### config.mk
export PLATFORM = sky130hd
export DESIGN_NAME = ld_pad_inject
export DESIGN_NICKNAME = d
export VERILOG_FILES = /design/src/rtl/ld_pad_pkg.sv /design/src/rtl/ld_pad_tag_fifo.sv /design/src/rtl/ld_pad_inject.sv
export SDC_FILE = /design/constraint.sdc
export NUM_CORES = 2
export LEC_CHECK = 0
export ABC_AREA = 1
export CAP_MARGIN = 20
export CORE_ASPECT_RATIO = 0.6
export CORE_UTILIZATION = 65
export CTS_BUF_LIST = sky130_fd_sc_hd__clkbuf_8
export CTS_CLUSTER_DIAMETER = 80
export CTS_CLUSTER_SIZE = 24
export DETAILED_ROUTE_END_ITERATION = 6
export PLACE_DENSITY = 0.95
export SKIP_CTS_REPAIR_TIMING = 1
export SYNTH_ARGS = -nofsm -noshare
export SYNTH_HDL_FRONTEND = slang
export SYNTH_SLANG_ARGS = --single-unit
### constraint.sdc
create_clock -name clk -period 22 [get_ports clk]
set_input_delay 3.3 -clock clk [delete_from_list [all_inputs] [get_ports clk]]
set_output_delay 3.3 -clock clk [all_outputs]
set_load 0.01 [all_outputs]
### src/rtl/ld_pad_pkg.sv
// Shared types for the load-side row padding injector.
// Latency: n/a (types and constants only).
// Backpressure: n/a.
package ld_pad_pkg;

  // Layer FSM: four config words, one product cycle, then streaming.
  typedef enum logic [2:0] {
    CFG_W  = 3'd0,
    CFG_H  = 3'd1,
    CFG_OC = 3'd2,
    CFG_B  = 3'd3,
    CALC   = 3'd4,
    RUN    = 3'd5,
    DONE   = 3'd6
  } state_t;

  // Loop words arrive minus-one encoded. Width and height become counts,
  // oc and batch stay as last-index values.
  localparam int DIM_DECODE_ADD  = 1;
  localparam int LAST_DECODE_ADD = 0;

  // Per-request tag carried through the in-order FIFO.
  localparam logic TAG_REAL = 1'b0;
  localparam logic TAG_PAD  = 1'b1;

endpackage

### src/rtl/ld_pad_tag_fifo.sv
// In-order 1-bit tag FIFO recording whether each accepted request is padded.
// Latency: a pushed tag is visible at the head one cycle after the push.
// Backpressure: push ignored when full (even with a same-cycle pop); flush empties.
module ld_pad_tag_fifo #(
  parameter int DEPTH = 16
) (
  input  logic clk,
  input  logic reset,
  input  logic flush,
  input  logic push,
  input  logic push_tag,
  input  logic pop,
  output logic head_tag,
  output logic full,
  output logic empty
);
  localparam int AW = (DEPTH > 1) ? $clog2(DEPTH) : 1;

  logic [DEPTH-1:0] mem;
  logic [AW-1:0]    wr_ptr;
  logic [AW-1:0]    rd_ptr;
  logic [AW:0]      count;
  logic             do_push;
  logic             do_pop;

  assign full     = (count == (AW+1)'(DEPTH));
  assign empty    = (count == '0);
  assign do_push  = push && !full;
  assign do_pop   = pop && !empty;
  assign head_tag = mem[rd_ptr];

  // Tag storage; contents are only meaningful between the pointers.
  always_ff @(posedge clk) begin
    if (do_push) mem[wr_ptr] <= push_tag;
  end

  // Pointer and occupancy bookkeeping; flush discards everything in flight.
  always_ff @(posedge clk) begin
    if (reset || flush) begin
      wr_ptr <= '0;
      rd_ptr <= '0;
      count  <= '0;
    end else begin
      if (do_push) wr_ptr <= wr_ptr + AW'(1);
      if (do_pop)  rd_ptr <= rd_ptr + AW'(1);
      if (do_push && !do_pop)      count <= count + (AW+1)'(1);
      else if (do_pop && !do_push) count <= count - (AW+1)'(1);
    end
  end

endmodule

### src/rtl/ld_pad_inject.sv
// Load path padding: skips DDR reads for rows beyond legal height and injects zero beats.
// Latency: request-to-head 1 cycle via tag FIFO; data merge is combinational.
// Backpressure: in_addr_ready drops on full tag FIFO, DDR req stall or outside RUN.
module ld_pad_inject
  import ld_pad_pkg::*;
#(
  parameter int IMM_WIDTH   = 16,
  parameter int LOOP_ITER_W = 16,
  parameter int ADDR_W      = 42,
  parameter int DATA_W      = 64,
  parameter int TAG_DEPTH   = 16
) (
  input  logic                   clk,
  input  logic                   reset,
  input  logic                   cfg_block_padding_v,
  input  logic [IMM_WIDTH-1:0]   diff_rows,
  input  logic                   cfg_loop_iter_ld_v,
  input  logic [LOOP_ITER_W-1:0] cfg_loop_iter_ld,
  input  logic                   in_addr_valid,
  output logic                   in_addr_ready,
  input  logic [ADDR_W-1:0]      in_addr,
  output logic                   ddr_req_valid,
  input  logic                   ddr_req_ready,
  output logic [ADDR_W-1:0]      ddr_req_addr,
  input  logic                   ddr_rdata_valid,
  output logic                   ddr_rdata_ready,
  input  logic [DATA_W-1:0]      ddr_rdata,
  output logic                   out_valid,
  input  logic                   out_ready,
  output logic [DATA_W-1:0]      out_data,
  output logic                   pad_active,
  output logic                   all_done
);
  localparam int DIM_W = LOOP_ITER_W + 1;
  localparam int PTS_W = 2 * LOOP_ITER_W;
  localparam int CMP_W = (IMM_WIDTH > DIM_W) ? IMM_WIDTH : DIM_W;

  state_t                 state, state_nxt;
  logic [IMM_WIDTH-1:0]   diff_q;
  logic [DIM_W-1:0]       w_q, h_q, legal_h;
  logic [LOOP_ITER_W-1:0] oc_last, b_last, oc_cnt, b_cnt;
  logic [PTS_W-1:0]       full_pts, legal_pts, pt_cnt;
  logic [PTS_W-1:0]       full_c, legal_c;
  logic                   fifo_full, fifo_empty, head_tag;
  logic                   in_run, is_pad, acc, pop;
  logic                   pt_wrap, oc_wrap, last_pt;

  assign ddr_req_addr = in_addr;
  assign pad_active   = (diff_q != '0);
  assign all_done     = (state == DONE) && fifo_empty;
  assign pt_wrap      = (pt_cnt == full_pts - PTS_W'(1));
  assign oc_wrap      = (oc_cnt == oc_last);
  assign last_pt      = pt_wrap && oc_wrap && (b_cnt == b_last);

  // Plane sizes; legal height saturates at zero when padding covers the plane.
  always_comb begin
    legal_h = '0;
    if (CMP_W'(diff_q) < CMP_W'(h_q)) legal_h = DIM_W'(CMP_W'(h_q) - CMP_W'(diff_q));
    full_c  = PTS_W'(w_q) * PTS_W'(h_q);
    legal_c = PTS_W'(w_q) * PTS_W'(legal_h);
  end

  // FSM state register.
  always_ff @(posedge clk) begin
    if (reset) state <= CFG_W;
    else       state <= state_nxt;
  end

  // Next state plus request-side handshake; a new-layer pulse overrides everything.
  always_comb begin
    state_nxt     = state;
    in_run        = (state == RUN) && !cfg_block_padding_v;
    is_pad        = (pt_cnt >= legal_pts);
    in_addr_ready = in_run && !fifo_full && (is_pad || ddr_req_ready);
    ddr_req_valid = in_run && in_addr_valid && !is_pad && !fifo_full;
    acc           = in_addr_valid && in_addr_ready;
    if (cfg_block_padding_v) begin
      state_nxt = CFG_W;
    end else begin
      case (state)
        CFG_W:   if (cfg_loop_iter_ld_v) state_nxt = CFG_H;
        CFG_H:   if (cfg_loop_iter_ld_v) state_nxt = CFG_OC;
        CFG_OC:  if (cfg_loop_iter_ld_v) state_nxt = CFG_B;
        CFG_B:   if (cfg_loop_iter_ld_v) state_nxt = CALC;
        CALC:    state_nxt = RUN;
        RUN:     if (acc && last_pt) state_nxt = DONE;
        DONE:    state_nxt = DONE;
        default: state_nxt = CFG_W;
      endcase
    end
  end

  // Layer configuration capture and one-shot plane size computation.
  always_ff @(posedge clk) begin
    if (reset) begin
      diff_q    <= '0;
      w_q       <= '0;
      h_q       <= '0;
      oc_last   <= '0;
      b_last    <= '0;
      full_pts  <= '0;
      legal_pts <= '0;
    end else if (cfg_block_padding_v) begin
      diff_q <= diff_rows;
    end else begin
      if (cfg_loop_iter_ld_v) begin
        case (state)
          CFG_W:   w_q     <= DIM_W'(cfg_loop_iter_ld) + DIM_W'(DIM_DECODE_ADD);
          CFG_H:   h_q     <= DIM_W'(cfg_loop_iter_ld) + DIM_W'(DIM_DECODE_ADD);
          CFG_OC:  oc_last <= cfg_loop_iter_ld + LOOP_ITER_W'(LAST_DECODE_ADD);
          CFG_B:   b_last  <= cfg_loop_iter_ld + LOOP_ITER_W'(LAST_DECODE_ADD);
          default: ;
        endcase
      end
      if (state == CALC) begin
        full_pts  <= full_c;
        legal_pts <= legal_c;
      end
    end
  end

  // Point / channel-plane / batch counters advance once per accepted request.
  always_ff @(posedge clk) begin
    if (reset || cfg_block_padding_v) begin
      pt_cnt <= '0;
      oc_cnt <= '0;
      b_cnt  <= '0;
    end else if (acc) begin
      if (pt_wrap) begin
        pt_cnt <= '0;
        if (oc_wrap) begin
          oc_cnt <= '0;
          b_cnt  <= b_cnt + LOOP_ITER_W'(1);
        end else begin
          oc_cnt <= oc_cnt + LOOP_ITER_W'(1);
        end
      end else begin
        pt_cnt <= pt_cnt + PTS_W'(1);
      end
    end
  end

  // Merge: padded head emits zero without touching DDR, real head forwards DDR data.
  always_comb begin
    out_valid       = 1'b0;
    out_data        = '0;
    ddr_rdata_ready = 1'b0;
    if (!fifo_empty) begin
      if (head_tag == TAG_PAD) begin
        out_valid = 1'b1;
      end else begin
        out_valid       = ddr_rdata_valid;
        out_data        = ddr_rdata;
        ddr_rdata_ready = out_ready;
      end
    end
    pop = out_valid && out_ready;
  end

  ld_pad_tag_fifo #(.DEPTH(TAG_DEPTH)) u_tag_fifo (
    .clk      (clk),
    .reset    (reset),
    .flush    (cfg_block_padding_v),
    .push     (acc),
    .push_tag (is_pad ? TAG_PAD : TAG_REAL),
    .pop      (pop),
    .head_tag (head_tag),
    .full     (fifo_full),
    .empty    (fifo_empty)
  );

endmodule

Yosys cells after proc, flatten, opt, wreduce, memory -nomap -nowiden
Cells that the tools add are included.
{"block": "classes", "n_addsub": 10, "mul": 2, "div_mod_pow": 0, "n_lt_le_gt_ge": 5, "eq_ne": 15, "shifts": 0, "mux": 23, "n_bitwise": 1, "reduce_logical": 38}
{"operator": "$mux W64", "n": 2}
{"operator": "$mul A17 B17 Y32", "n": 2}
{"operator": "$add A16 B1 Y16 const B", "n": 2}
{"operator": "$add A32 B1 Y32 const B", "n": 1}
{"operator": "$eq A16 B16 Y1", "n": 2}
{"operator": "$eq A32 B32 Y1", "n": 1}
{"operator": "$ge A32 B32 Y1", "n": 1}
{"operator": "$mux W32", "n": 1}
{"operator": "$sub A32 B1 Y32 const B", "n": 1}
{"operator": "$pmux W3 S7", "n": 1}
{"operator": "$add A16 B1 Y17 const B", "n": 1}
{"operator": "$logic_and A1 B1 Y1", "n": 17}
{"operator": "$lt A16 B17 Y1", "n": 1}
{"operator": "$mux W17", "n": 1}
{"operator": "$sub A17 B16 Y17", "n": 1}
{"operator": "$bwmux W16", "n": 1}
{"operator": "$mux W16", "n": 1}
{"operator": "$reduce_bool A16 Y1", "n": 1}
{"operator": "$mux W3", "n": 5}
{"operator": "$reduce_and A3 Y1", "n": 5}
{"operator": "$lt A4 B5 Y1 const B", "n": 2}
{"operator": "$mux W5", "n": 2}
{"operator": "$eq A3 B3 Y1 const B", "n": 3}
{"operator": "$add A4 B1 Y4 const B", "n": 2}
{"operator": "20 further kinds", "n": 37}
{"block": "totals", "ff_bits": 242, "latch_bits": 0, "ram_bits": 0, "rom_bits": 0, "output_inout_bits": 112, "wordCells": 109, "n_memories": 0}

Depth between registers and ports, before layout
{"block": "depth", "ltp_word": 10, "ltp_mapped": 44, "mapped_depth_nobuf": 43}

Hierarchy
A second synthesis with hierarchy kept.
{"block": "unflattened", "hier_cells": 4649, "area_unflattened_um2": 33722.3}
{"mod": "ld_pad_inject", "n_inst": 1, "cells_each": 4447, "area_per_inst_um2": 32063.3}
{"mod": "ld_pad_tag_fifo", "n_inst": 1, "cells_each": 202, "area_per_inst_um2": 1659.1}

Worst setup path after synthesis
Ideal clock, no wire load.
{"block": "synth_timing", "path_kind": "register to register", "start": "reg h_q[0]", "end": "reg legal_pts[23]", "setup_time_ns": 0.115, "arrival_ns": 7.117, "t_required_ns": 21.885, "path_slack_ns": 14.767, "stages_incl_launch_ff": 34, "path_buffers": 2, "path_cell_list": "dfxtp_1 clkbuf_1 inv_1 ha_1 fa_1 o21ai_0 nand2_1 nand2_1 nand3_1 nand2_1 xnor2_1 nor2_1 clkbuf_1 nand2_1 fa_1 inv_1 fa_1 fa_1 fa_1 fa_1 inv_1 fa_1 inv_1 ha_1 a21oi_1 a21boi_0 o21ai_0 a21oi_1 o21ai_0 nand2_1 o211ai_1 xor2_1 o21ai_0 inv_1"}
{"block": "synth_between", "elab_chain_cells": 3}
{"item": "from (decl)", "line": "ld_pad_inject.sv:40", "text": "logic [DIM_W-1:0] w_q, h_q, legal_h;"}
{"item": "from (signal assigned)", "line": "ld_pad_inject.sv:109", "text": "CFG_H: h_q <= DIM_W'(cfg_loop_iter_ld) + DIM_W'(DIM_DECODE_ADD);"}
{"item": "$sub A17 B16 Y17 or $lt A16 B17 Y1 (tied branches)", "line": "ld_pad_inject.sv:58", "text": "if (CMP_W'(diff_q) < CMP_W'(h_q)) legal_h = DIM_W'(CMP_W'(h_q) - CMP_W'(diff_q));"}
{"item": "$mux W17 (*)", "line": "ld_pad_inject.sv:58"}
{"item": "$mul A17 B17 Y32 (*)", "line": "ld_pad_inject.sv:60", "text": "legal_c = PTS_W'(w_q) * PTS_W'(legal_h);"}
{"item": "to (signal assigned)", "line": "ld_pad_inject.sv:117", "text": "legal_pts <= legal_c;"}
{"item": "to (decl)", "line": "ld_pad_inject.sv:42", "text": "logic [PTS_W-1:0] full_pts, legal_pts, pt_cnt;"}
Every way passes the cells marked *; elsewhere a longest branch is shown, timed or not.
A chain may end at the register's enable or synchronous reset.

Final worst setup path
{"block": "layout_timing", "start": "reg h_q[2]", "end": "reg legal_pts[22]"}
The elaborated chain is that of the path after synthesis.

==> results.sh <==
export IMPL_yosys_top_cells_count="inv_1, nand2_1, nor2_1, fa_1, ha_1"
export IMPL_yosysTopAreaCellShare=0.264
export IMPL_drc=21
export IMPL_max_stage_delay_ps=1000
export IMPL_chipHeight_um=179
export IMPL_yosys_most_used_dff="dfxtp_1"
export IMPL_cap_violations=0
export IMPL_period_needed_ps=9050
export IMPL_yosys_top_cells_area="fa_1, dfxtp_1, inv_1"
export IMPL_vias=31943
export IMPL_startpoint_type="flip-flop"
export IMPL_fp_dieArea_sq_um=53200
export IMPL_via_per_inst=5.85
export IMPL_ios=258
export IMPL_post_drt_wl_per_cell_um=19.7
export IMPL_avgSynthCellArea_sq_um=7.16
export IMPL_layout_drive_gt1_share=0.0231
export IMPL_critPathMaxFanout=19
export IMPL_core_region_area_sq_um=51200
export IMPL_cp_end_kind="flip-flop"
export IMPL_worst_slew_pin_slew_ps=1320
export IMPL_whs_path_depth=2
export IMPL_worstHoldStart="legal_pts[6]"
export IMPL_grt_pass1_wl_um=167000
export IMPL_finalSetupViolations=0
export IMPL_synthesis_nets=5592
export IMPL_critPathSlowestCell="dfxtp_1"
export IMPL_rr_worst_depth=34
export IMPL_violations="DRC"
export IMPL_overflow=0
export IMPL_grtUsageTotal=0.402
export IMPL_clk_latency_ps=600
export IMPL_setup_slack_ps=12950
export IMPL_rsz0062_at_grt="no"
export IMPL_initial_core_util=0.662
export IMPL_fin_worst_skew_ps=25.6
export IMPL_path_common_cell="inv_1"
export IMPL_gp_congestion=1.06
export IMPL_place_area_sq_um=35900
export IMPL_wl_um=108000
export IMPL_syn_inst=4742
export IMPL_leakagePower_nw=18.5
export IMPL_ys_types=49
export IMPL_synth_area_leader_cell="fa_1"
export IMPL_fmax_mhz=111
export IMPL_antenna_found_initial=3
export IMPL_cts_tree="done"
export IMPL_synth_seq_cells=242
export IMPL_synth_seq_area_share=0.147
export IMPL_rows=64
export IMPL_hp_class="flip-flop to flip-flop"
export IMPL_io_buffers=173
export IMPL_finalNetCount=5615
export IMPL_period_share=0.411
export IMPL_outcome="finished with violations"
export IMPL_slew_violations=0
export IMPL_r2r_start="h_q[2]"
export IMPL_crit_required_ps=22520
export IMPL_cts_sinks=242
export IMPL_clockRootBuffer="clkbuf_8"
export IMPL_finalHoldViolCount=0
export IMPL_grt_max_degree=91
export IMPL_crit_path_start="h_q[2]"
export IMPL_peakVddDrop_mv=0.0366
export IMPL_cts_max_level=1
export IMPL_place_ws_ps=13130
export IMPL_syn_to_final_growth_pct=6.66
export IMPL_cp_data_arrival_time_ps=9570
export IMPL_yosys_warnings=0
export IMPL_synth_edff_count=16
export IMPL_slew_headroom=0.117
export IMPL_critPathKind="flip-flop to flip-flop"
export IMPL_drtIter0Drc=4051
export IMPL_syn_area_sq_um=33900
export IMPL_powerDensity_nw_per_um2=27.8
export IMPL_clk_path_buf_depth=3
export IMPL_die_width_um=297
export IMPL_drt_pass1_iterations=7
export IMPL_grt_pass1_vias=30785
export IMPL_tns_ps=0
export IMPL_async_reset_ff_frac=0
export IMPL_fill_cells=3983
export IMPL_antenna_left=0
export IMPL_path_clk_slew_ps=160
export IMPL_yosysMostFrequentCell="inv_1"
export IMPL_cts_buffers=14
export IMPL_dp_hpwl_um=84200
export IMPL_final_area_sq_um=36200
[sequential cells by signal, summed over array words and instances (netlist names), 5 cells and up]
| name | count |
|---|---|
| b_cnt | 16 |
| b_last | 16 |
| oc_cnt | 16 |
| diff_q | 16 |
| legal_pts | 32 |
| full_pts | 32 |
| w_q | 17 |
| pt_cnt | 32 |
| h_q | 17 |
| u_tag_fifo.count | 5 |
| u_tag_fifo.mem | 16 |
| oc_last | 16 |
[per-stage QoR]
step	hold slack, ps	util	power [mW]	instances
3_3_place_gp	452	0.700	0.750	5439
2_1_floorplan	435	-	0.650	4742
3_5_place_dp	462	0.700	0.761	5439
5_1_grt	509	0.706	1.04	5464
4_1_cts	482	0.705	0.984	5461
6_report	478	0.706	1.01	5465
[area by class of cell]
cell class	count	area (sq um)	area share
timing repair buffer	217	2090	0.0577
multi-input combinational	3170	23800	0.657
sequential	242	5000	0.138
inverter	1120	4200	0.116
antenna	1	2.50	0.0000691
tap	693	867	0.0240
clock buffer	16	220	0.00608
clock inverter	6	36.3	0.00100
[report_power, final]
| group | leakage [nW] | switching, mW | internal [mW] |
|---|---|---|---|
| Clock | 0.146 | 0.164 | 0.0696 |
| Sequential | 1.97 | 0.0109 | 0.448 |
| Combinational | 16.4 | 0.214 | 0.0999 |
[kinds of logic after synthesis]
group,share of synthesized area
simple gates,0.214
buf+inv,0.152
fa+ha+maj,0.359
compound gates,0.0874
flops,0.147
xor+xnor,0.0397
[cells in the final DEF, fill, tap and decap left out, types with 4 or more instances in the layout]
cell / n
nand2_1: 922
a21oi_1: 254
o21bai_1: 13
or2_2: 15
xnor2_1: 49
a31oi_1: 11
nor3b_1: 8
nor4_1: 30
ha_1: 256
inv_1: 1106
xor2_1: 105
dfxtp_1: 226
o21ai_0: 204
nand3b_1: 7
clkdlybuf4s50_1: 172
nor3_1: 73
buf_4: 42
clkbuf_8: 16
clkinv_1: 10
o211ai_1: 21
o221ai_1: 7
a21o_1: 14
inv_2: 7
nand4_1: 55
nor2_2: 10
nor2_1: 508
fa_1: 448
edfxtp_1: 16
nor2_4: 4
nand3_1: 121
[path summary, 6_finish.rpt]
check / endpoint / slack (ps)
min reg2reg: legal_pts[6] / 480
min: legal_pts[6] / 480
max: legal_pts[22] / 12950
max reg2reg: legal_pts[22] / 12950
[critical path, delay by kind of cell, from the launching register on]
family / cells / cell delay, ps
AND/OR/NAND/NOR: 11 / 1440
buffers and inverters: 7 / 1090
flip-flops: 1 / 1000
AO/OA/AOI/OAI: 8 / 1570
adder cells (fa/ha/maj): 8 / 3890
[metal layers]
metal | GRT usage | share of wire | wire length [um] | vias up
met3 | 0.167 | 0.17 | 18300 | 422
met1 | 0.562 | 0.40 | 43000 | 14843
li1 | - | - | - | 14303
met2 | 0.560 | 0.39 | 42200 | 2371
met5 | 0 | 0.00025 | 27 | -
met4 | 0.133 | 0.039 | 4230 | 4
Power figures use the tool's default switching activity.
